==> src/rtl/mux_rr_arbiter_if.sv <==
// rtl/mux_rr_arbiter_if.sv - request/grant bundle between requesters and the round-robin mux arbiter
interface mux_rr_arbiter_if;
  logic [7:0] req;
  logic [7:0] gnt;
  logic [2:0] sel;
  logic       valid;
  logic [3:0] hold_cnt;

  modport master (
    output req,
    input  gnt,
    input  sel,
    input  valid,
    input  hold_cnt
  );

  modport slave (
    input  req,
    output gnt,
    output sel,
    output valid,
    output hold_cnt
  );
endinterface

==> src/rtl/mux_rr_arbiter.sv <==
// rtl/mux_rr_arbiter.sv - round-robin owner arbiter for the shared 8:1 result mux select
// Optional macro ARB_HOLD_LIMIT_EN enables forced rotation after MAX_HOLD cycles.
module mux_rr_arbiter #(
  parameter int unsigned MAX_HOLD = 4
) (
  input  logic              clk,
  input  logic              rst_n,
  mux_rr_arbiter_if.slave   arb
);

`ifdef ARB_HOLD_LIMIT_EN
  localparam bit LIMIT_EN = 1'b1;
`else
  localparam bit LIMIT_EN = 1'b0;
`endif
  localparam logic [3:0] HOLD_LAST = 4'(MAX_HOLD - 1);

  typedef enum logic {IDLE, OWN} state_t;

  state_t     state_q, state_d;
  logic [2:0] ptr_q, ptr_d;
  logic [7:0] gnt_q, gnt_d;
  logic [2:0] sel_q, sel_d;
  logic       valid_q, valid_d;
  logic [3:0] hold_q, hold_d;

  logic [7:0] others;
  logic       owner_req;
  logic       expire;
  logic [3:0] pick_req;
  logic [3:0] pick_oth;
  logic       do_grant;
  logic [2:0] win;

  // {found, index}: first set bit scanning start, start+1, ... with wrap-around.
  function automatic logic [3:0] pick(input logic [7:0] cand, input logic [2:0] start);
    logic [3:0] r;
    logic [2:0] idx;
    r = 4'b0;
    for (int i = 7; i >= 0; i--) begin
      idx = start + 3'(i);
      if (cand[idx]) r = {1'b1, idx};
    end
    return r;
  endfunction

  assign owner_req = arb.req[sel_q];
  assign others    = arb.req & ~(8'b1 << sel_q);
  assign expire    = LIMIT_EN && (hold_q == HOLD_LAST) && (others != 8'b0);
  assign pick_req  = pick(arb.req, ptr_q);
  assign pick_oth  = pick(others, ptr_q);

  always_comb begin
    state_d  = state_q;
    ptr_d    = ptr_q;
    gnt_d    = gnt_q;
    sel_d    = sel_q;
    valid_d  = valid_q;
    hold_d   = hold_q;
    do_grant = 1'b0;
    win      = 3'd0;
    case (state_q)
      IDLE: begin
        if (pick_req[3]) begin
          do_grant = 1'b1;
          win      = pick_req[2:0];
        end
      end
      OWN: begin
        if (!owner_req) begin
          if (pick_oth[3]) begin
            do_grant = 1'b1;
            win      = pick_oth[2:0];
          end else begin
            // sel deliberately keeps the last owner so the mux lane stays put
            state_d = IDLE;
            gnt_d   = 8'b0;
            valid_d = 1'b0;
            hold_d  = 4'd0;
          end
        end else if (expire) begin
          do_grant = 1'b1;
          win      = pick_oth[2:0];
        end else if (hold_q != 4'hF) begin
          hold_d = hold_q + 4'd1;
        end
      end
      default: state_d = IDLE;
    endcase
    if (do_grant) begin
      state_d = OWN;
      gnt_d   = 8'b1 << win;
      sel_d   = win;
      valid_d = 1'b1;
      hold_d  = 4'd0;
      ptr_d   = win + 3'd1;
    end
  end

  always_ff @(posedge clk or negedge rst_n) begin
    if (!rst_n) begin
      state_q <= IDLE;
      ptr_q   <= 3'd0;
      gnt_q   <= 8'b0;
      sel_q   <= 3'd0;
      valid_q <= 1'b0;
      hold_q  <= 4'd0;
    end else begin
      state_q <= state_d;
      ptr_q   <= ptr_d;
      gnt_q   <= gnt_d;
      sel_q   <= sel_d;
      valid_q <= valid_d;
      hold_q  <= hold_d;
    end
  end

  assign arb.gnt      = gnt_q;
  assign arb.sel      = sel_q;
  assign arb.valid    = valid_q;
  assign arb.hold_cnt = hold_q;

endmodule

==> src/flat_wrapper.sv <==
// flat-port wrapper written by rule: the top's interface ports become plain ports
module mux_rr_arbiter_flat 
#(
  parameter int unsigned MAX_HOLD = 4
)
  (clk, rst_n, arb_req, arb_gnt, arb_sel, arb_valid, arb_hold_cnt);
  mux_rr_arbiter_if arb_i ();
  input  logic clk;
  input  logic rst_n;
  input wire logic [$bits(arb_i.req)-1:0] arb_req;
  output wire logic [$bits(arb_i.gnt)-1:0] arb_gnt;
  output wire logic [$bits(arb_i.sel)-1:0] arb_sel;
  output wire logic [$bits(arb_i.valid)-1:0] arb_valid;
  output wire logic [$bits(arb_i.hold_cnt)-1:0] arb_hold_cnt;
  assign arb_i.req = arb_req;
  assign arb_gnt = arb_i.gnt;
  assign arb_sel = arb_i.sel;
  assign arb_valid = arb_i.valid;
  assign arb_hold_cnt = arb_i.hold_cnt;
  mux_rr_arbiter #(.MAX_HOLD(MAX_HOLD)) u_core (.clk(clk), .rst_n(rst_n), .arb(arb_i));
endmodule
==> config.mk <==
export PLATFORM = sky130hd
export DESIGN_NAME = mux_rr_arbiter_flat
export DESIGN_NICKNAME = d
export VERILOG_FILES = /design/src/rtl/mux_rr_arbiter_if.sv /design/src/rtl/mux_rr_arbiter.sv /design/src/flat_wrapper.sv
export SDC_FILE = /design/constraint.sdc
export NUM_CORES = 1
export LEC_CHECK = 0
export ABC_CLOCK_PERIOD_IN_PS = 4100
export CAP_MARGIN = 5
export CORE_MARGIN = 2
export CORE_UTILIZATION = 45
export DETAILED_ROUTE_END_ITERATION = 10
export GPL_TIMING_DRIVEN = 0
export PLACE_DENSITY = 0.74
export SKIP_LAST_GASP = 1
export SLEW_MARGIN = 30
export SYNTH_ARGS = -nofsm -noshare
export SYNTH_HDL_FRONTEND = slang
export SYNTH_SLANG_ARGS = --single-unit
==> constraint.sdc <==
create_clock -name clk -period 4.1 [get_ports clk]
set_input_delay 0.615 -clock clk [delete_from_list [all_inputs] [get_ports clk]]
set_output_delay 0.615 -clock clk [all_outputs]
set_load 0.01 [all_outputs]
* After elaboration in Yosys (flattened, before gate mapping)
Index checks and enable logic that the tools add are counted.
** Word-level totals
- Bits in registers :: 20
- Input bits :: 10
- Output and inout port bits :: 16
- Logic and storage cells :: 111
** Operators by class
- Add/sub/neg operators :: 9
- Magnitude comparators :: 9
- Equality and inequality tests :: 5
- Shift operators :: 2
- Mux-type cells :: 74
- Bitwise logic cells :: 3
- Reduce and logical (&&, ||, !) cells :: 3
** Operators with widths (number)
- 4-bit 2-to-1 mux :: 21
- 1-bit binary-select mux with 3-bit select :: 17
- 3-bit by 4-bit < comparator with 1-bit output (second input constant) :: 9
- 8-bit 2-to-1 mux :: 4
- 1-bit 2-to-1 mux :: 27
- 1-bit by 3-bit left shift with 8-bit output (first input constant) :: 2
- 3-bit adder (second input constant) :: 4
- 3-bit 2-to-1 mux :: 3
- 8-bit AND :: 1
- 8-bit NOT :: 1
- 3-bit by 1-bit adder with 3-bit output (second input constant) :: 2
- 3-bit by 2-bit adder with 3-bit output (second input constant) :: 2
- 3-bit case mux with 2 select lines :: 1
- 3-bit AND reduction :: 2
- 4-bit by 1-bit adder with 4-bit output (second input constant) :: 1
- 2-bit != test (second input constant) :: 2
- 4-bit != test (second input constant) :: 1
- 3-bit by 2-bit != test with 1-bit output (second input constant) :: 1
- 3-bit != test (second input constant) :: 1
- 1-bit case mux with 2 select lines :: 1
- 2-bit nonzero test :: 1
- 1-bit NOT :: 1

* Logic depth before layout (Yosys ltp)
Gate-level depths: netlist of the first run.
- Depth after elaboration :: 18
- Mapped depth :: 19
- Depth with buffers taken out :: 12

* Least setup slack after synthesis of the first run
No wires, ideal clock.
- Path type :: register -> register
- Start :: reg u_core.ptr_q[1]
- End :: reg u_core.ptr_q[2]
- Library setup time :: 0.083 ns
- Arrival time :: 3.673 ns
- Data required time :: 4.017 ns
- Setup slack :: 0.344 ns
- Stages on the path, launching flop included :: 15
- Buffers on the path :: 3
- Period minus slack after synthesis :: 3.756 ns
- Cell sequence :: dfrtp_1 -> clkbuf_1 -> clkinv_1 -> buf_1 -> ha_1 -> buf_6 -> xnor2_1 -> mux4_2 -> nor3_1 -> nor3b_1 -> a32oi_1 -> o21ai_1 -> and2_1 -> ha_1 -> o21ai_0
** Between the ends
- Cells in the longest elaborated chain, start to end :: 15
- Elaborated cells on any way between the ends :: 64
- Those cells by class :: add/sub: 8; mux: 56
** RTL lines
- start: declaration :: RTL line mux_rr_arbiter.sv:21 : logic [2:0] ptr_q, ptr_d;
- start signal: assignment :: RTL line mux_rr_arbiter.sv:110 : ptr_q <= ptr_d;
- 3-bit adder :: RTL line mux_rr_arbiter.sv:41 : idx = start + 3'(i);
- 1-bit binary-select mux with 3-bit select :: RTL line mux_rr_arbiter.sv:42 : if (cand[idx]) r = {1'b1, idx};
- 1-bit 2-to-1 mux (implied by the code) :: RTL line mux_rr_arbiter.sv:42
- 4-bit 2-to-1 mux (8 in series) :: RTL line mux_rr_arbiter.sv:42
- 3-bit 2-to-1 mux :: RTL line mux_rr_arbiter.sv:71 : if (pick_oth[3]) begin
- 3-bit 2-to-1 mux :: RTL line mux_rr_arbiter.sv:70 : if (!owner_req) begin
- 3-bit case mux with 2 select lines * :: RTL line mux_rr_arbiter.sv:62 : case (state_q)
- net u_core.win[1] :: RTL line mux_rr_arbiter.sv:33 : logic [2:0] win;
- 3-bit by 1-bit adder with 3-bit output * :: RTL line mux_rr_arbiter.sv:96 : ptr_d = win + 3'd1;
Mark *: on every way through the listed nets, which the timed path passes. The rest lies on a longest branch. The select of a mux whose other input is x is not followed.
A chain may end at the register's enable or synchronous reset.

* Worst setup path after layout of the first run
- Start :: reg u_core.ptr_q[0]
- End :: reg u_core.gnt_q[7], in the netlist u_core.arb.gnt[7]
** Between the ends
- Cells in the longest elaborated chain, start to end :: 16
- Elaborated cells on any way between the ends :: 69
- Those cells by class :: add/sub: 7; eq/ne: 2; shift: 1; mux: 57; reduce/logical: 2
** RTL lines
- 3-bit adder :: RTL line mux_rr_arbiter.sv:41
- 1-bit binary-select mux with 3-bit select :: RTL line mux_rr_arbiter.sv:42
- 1-bit 2-to-1 mux (implied by the code) :: RTL line mux_rr_arbiter.sv:42
- 4-bit 2-to-1 mux (8 in series) :: RTL line mux_rr_arbiter.sv:42
- 3-bit 2-to-1 mux :: RTL line mux_rr_arbiter.sv:71
- 3-bit 2-to-1 mux :: RTL line mux_rr_arbiter.sv:70
- 3-bit case mux with 2 select lines * :: RTL line mux_rr_arbiter.sv:62
- net u_core.win[2] :: RTL line mux_rr_arbiter.sv:33
- 1-bit by 3-bit left shift with 8-bit output * :: RTL line mux_rr_arbiter.sv:92 : gnt_d = 8'b1 << win;
- 8-bit 2-to-1 mux * :: RTL line mux_rr_arbiter.sv:90 : if (do_grant) begin
- end signal: assignment :: RTL line mux_rr_arbiter.sv:111 : gnt_q <= gnt_d;
- end: declaration :: RTL line mux_rr_arbiter.sv:22 : logic [7:0] gnt_q, gnt_d;
Marked as above.

==> results of run 1 <==
-- critical path, stage by stage, from the launching register on --
cell	delay, ps
dfrtp_1	370
buf_6	150
buf_6	160
buf_6	160
buf_4	220
inv_1	190
ha_4	340
mux4_2	370
a21oi_2	200
a22oi_1	170
o41a_1	460
o211a_1	180
o21ai_1	130
and2_1	210
buf_6	140
inv_4	50
ha_1	170
a22o_1	190
-- cells by family (layout without fill, tap and decap cells) --
family	count (synthesis)	count (layout)	share of synthesized area [%]
buf+inv	41	71	7.63
xor+xnor	5	5	1.48
fa+ha+maj	7	7	2.97
flops	20	20	16.9
simple gates	113	113	19.6
compound gates	100	100	26.1
mux	49	49	25.3
-- per-stage QoR --
stage / hold slack (ps) / worst slack, ps / cells / TNS (ps)
finish: 292 / 118 / 442 / 0
floorplan: 319 / 344 / 335 / 0
global placement: 470 / -620 / 436 / -5500
detailed placement: 481 / -647 / 436 / -5490
CTS: 505 / 16.4 / 441 / 0
global route: 338 / 7.66 / 442 / 0
-- synthesized netlist by cell type (4+ instances only) --
cell type,instances
mux4_2,19
mux2i_1,17
nor2_1,18
o21ai_0,7
buf_6,7
o22a_1,4
and2_1,4
clkbuf_1,10
inv_1,10
buf_2,4
a21oi_1,17
nor3_1,8
nand3_1,6
dfrtp_1,20
o21ai_1,5
a311oi_1,4
nand2_1,42
mux2_2,10
a22oi_1,7
a32o_1,4
o31ai_1,4
a22o_1,4
ha_1,7
o22ai_1,5
nand2b_1,9
-- cells in the final DEF (no fill, tap or decap), drive strengths merged, types with 3 or more instances in the layout --
| cell | synthesis | routed |
|---|---|---|
| a22o | 4 | 4 |
| a221o | 3 | 3 |
| inv | 13 | 13 |
| and3b | 3 | 3 |
| o22a | 4 | 4 |
| nor3b | 4 | 4 |
| dfrtp | 20 | 20 |
| a221oi | 3 | 3 |
| nand2 | 42 | 42 |
| clkbuf | 10 | 13 |
| nand2b | 9 | 9 |
| nand3 | 7 | 7 |
| o31ai | 4 | 4 |
| mux2 | 13 | 13 |
| a311oi | 4 | 4 |
| ha | 7 | 7 |
| mux2i | 17 | 17 |
| nor2 | 19 | 19 |
| a2bb2oi | 3 | 3 |
| o21a | 3 | 3 |
| clkdlybuf4s50 | 0 | 23 |
| nor3 | 9 | 9 |
| o22ai | 6 | 6 |
| xnor2 | 3 | 3 |
| a21o | 3 | 3 |
| mux4 | 19 | 19 |
| and2 | 4 | 4 |
| o21ai | 12 | 12 |
| a21oi | 18 | 18 |
| a32o | 4 | 4 |
| a22oi | 7 | 7 |
| nor2b | 3 | 3 |
| buf | 17 | 21 |
-- layer usage --
metal / global-route usage [%] / vias to the layer above
met5: 0 / -
met4: 7.07 / 0
met2: 38.9 / 166
met1: 33.2 / 1474
met3: 4.09 / 27
li1: - / 1366
-- final cells by class --
| type | instances | area [sq um] | share of cell area (%) |
|---|---|---|---|
| multi-input combinational | 274 | 2310 | 67.0 |
| sequential | 20 | 502 | 14.5 |
| timing repair buffer | 27 | 258 | 7.46 |
| buffer | 26 | 174 | 5.04 |
| tap | 77 | 96.3 | 2.79 |
| inverter | 14 | 56.3 | 1.63 |
| clock buffer | 4 | 55.1 | 1.59 |
-- how the worst min path moves through the flow --
stage                                        end  cells past startpoint              start  slack, ps
after CTS                      u_core.arb.gnt[2]                      1  u_core.arb.gnt[2]        510
final                     u_core.arb.hold_cnt[3]                      1              rst_n        290
after global routing           u_core.arb.gnt[2]                      1              rst_n        340
after global placement          u_core.arb.valid                      2   u_core.arb.valid        470
after detailed placement        u_core.arb.valid                      2   u_core.arb.valid        480
after floorplan                u_core.arb.gnt[0]                      0              rst_n        320
-- sequential cells by signal (all words and copies together), names as in the netlist --
register	cells
u_core.arb.valid	1
u_core.arb.gnt	8
u_core.ptr_q	3
u_core.arb.hold_cnt	4
u_core.arb.sel	3
u_core.state_q	1
-- timing repair --
| item | 4_1_cts | 5_1_grt |
|---|---|---|
| setup buffers | 2 | 1 |
| resized for setup | 9 | 12 |
| endpoints found under the setup margin | 14 | 9 |
| pin swaps | 1 | 3 |
==> results.cfg, run 1 <==
[outcome]
outcome = finished clean

[clock_tree]
ctsHoldBuffers = 0
clk_latency_ps = 260
numCtsBuffers = 3
clockBufferDepth = 2
root_buffer = clkbuf_8
clk_pin_slew_ps = 70
clock-sinks = 20
cts.htree.levels = 1
cts_tree = built

[critical_path]
cp_max_fo = 10
cp_data_arrival_time_ps = 4140
reg2reg_from = u_core.ptr_q[0]
reg2regPathDepth = 17
cp-start-kind = flip-flop
r2r_end = u_core.arb.gnt[7]
endpoint_kind = flip-flop
cp-startpoint = u_core.ptr_q[0]
crit_required_ps = 4250
endpoint = u_core.arb.gnt[7]
path_class = reg2reg
rrSetupSlack_ps = 120

[detailed_routing]
met3_length_um = 660
highest_layer = met4
via_per_inst = 6.86
dr.pass1.iters = 5
vias = 3033
wl_met1_mm = 3.72
wl_met2_mm = 4.21
antenna_left = 0
drc = 0
post_drt_wl_per_cell_um = 19.9
drt-initial-drc-count = 383
wl_mm = 8.78

[synth]
avgSynthCellArea_sq_um = 8.81
netlist-cell-type-count = 73
synth_edf_count = 0
syn_nets = 352
syn_inst = 335
yosys.area.top_type_share_pct = 16.9
async_flop_share_pct = 100
netlist_top_cells_area = dfrtp_1 17%, mux4_2 14%, mux2i_1 5.8%, nand2_1 5.3%, mux2_2 3.8%
synth_warnings = 0
ys_seq_area_share_pct = 16.9
synth_flop_cell = dfrtp_1
synth_top_area_cell = dfrtp_1
yosys_register_bits = 20
synth_area_sq_um = 2950

[placement]
dp_hpwl_mm = 6.51
io_buffers = 24
gp_congestion = 0.913
dpl_cell_area_sq_um = 3290

[global_routing]
grt_usage_pct = 24.1
grt_pass1_vias = 2863
grt_max_degree = 21
overflow = 0
grt_pass1_wl_mm = 14.2
antenna_found_initial = 0

[cells_and_area]
n_antenna_cell = 0
drive_gt1_share_pct = 21.1
utilization_pct = 54.4
area_growth_pct = 16.9
final_cell_area_sq_um = 3450
nets = 383
fillCellCount = 556

[sta]
setup-violations-final = 0
worstMarginPinSlew_ps = 807
slew_violations = 0
max_freq_ghz = 0.251
rsz0062_at_grt = no
finalHoldViolations = 0
fin_worst_skew_ps = 1.65
max_slew_margin_pct = 45.8
fin_crit_ps = 3980
fin_crit_sh_pct = 97.1

[floorplan]
dieArea_sq_um = 7230
core_region_area_sq_um = 6350
die_h_um = 85.0
die_w_um = 85.0
num_rows = 29
initial_core_util_pct = 46.5
io_pins = 26

[min_path]
hold_path_class = in2async

[flow_run]
cap_violations = 0
Power of run 1 is left out: the tool's default activity adds up to more than one toggle a clock period on the data nets, which glitch-free logic cannot reach.
==> run 2: changes to the inputs <==
--- a/config.mk
+++ b/config.mk
@@ -6,13 +6,12 @@
 export NUM_CORES = 1
 export LEC_CHECK = 0
 export ABC_CLOCK_PERIOD_IN_PS = 4100
-export CAP_MARGIN = 5
+export CAP_MARGIN = 20
 export CORE_MARGIN = 2
 export CORE_UTILIZATION = 45
 export DETAILED_ROUTE_END_ITERATION = 10
 export GPL_TIMING_DRIVEN = 0
 export PLACE_DENSITY = 0.74
-export SKIP_LAST_GASP = 1
 export SLEW_MARGIN = 30
 export SYNTH_ARGS = -nofsm -noshare
 export SYNTH_HDL_FRONTEND = slang
==> results of run 2 <==
Same layout as run 1: the final DEF is identical, and so are final timing and power.
Power of run 2 is left out for the same reason.
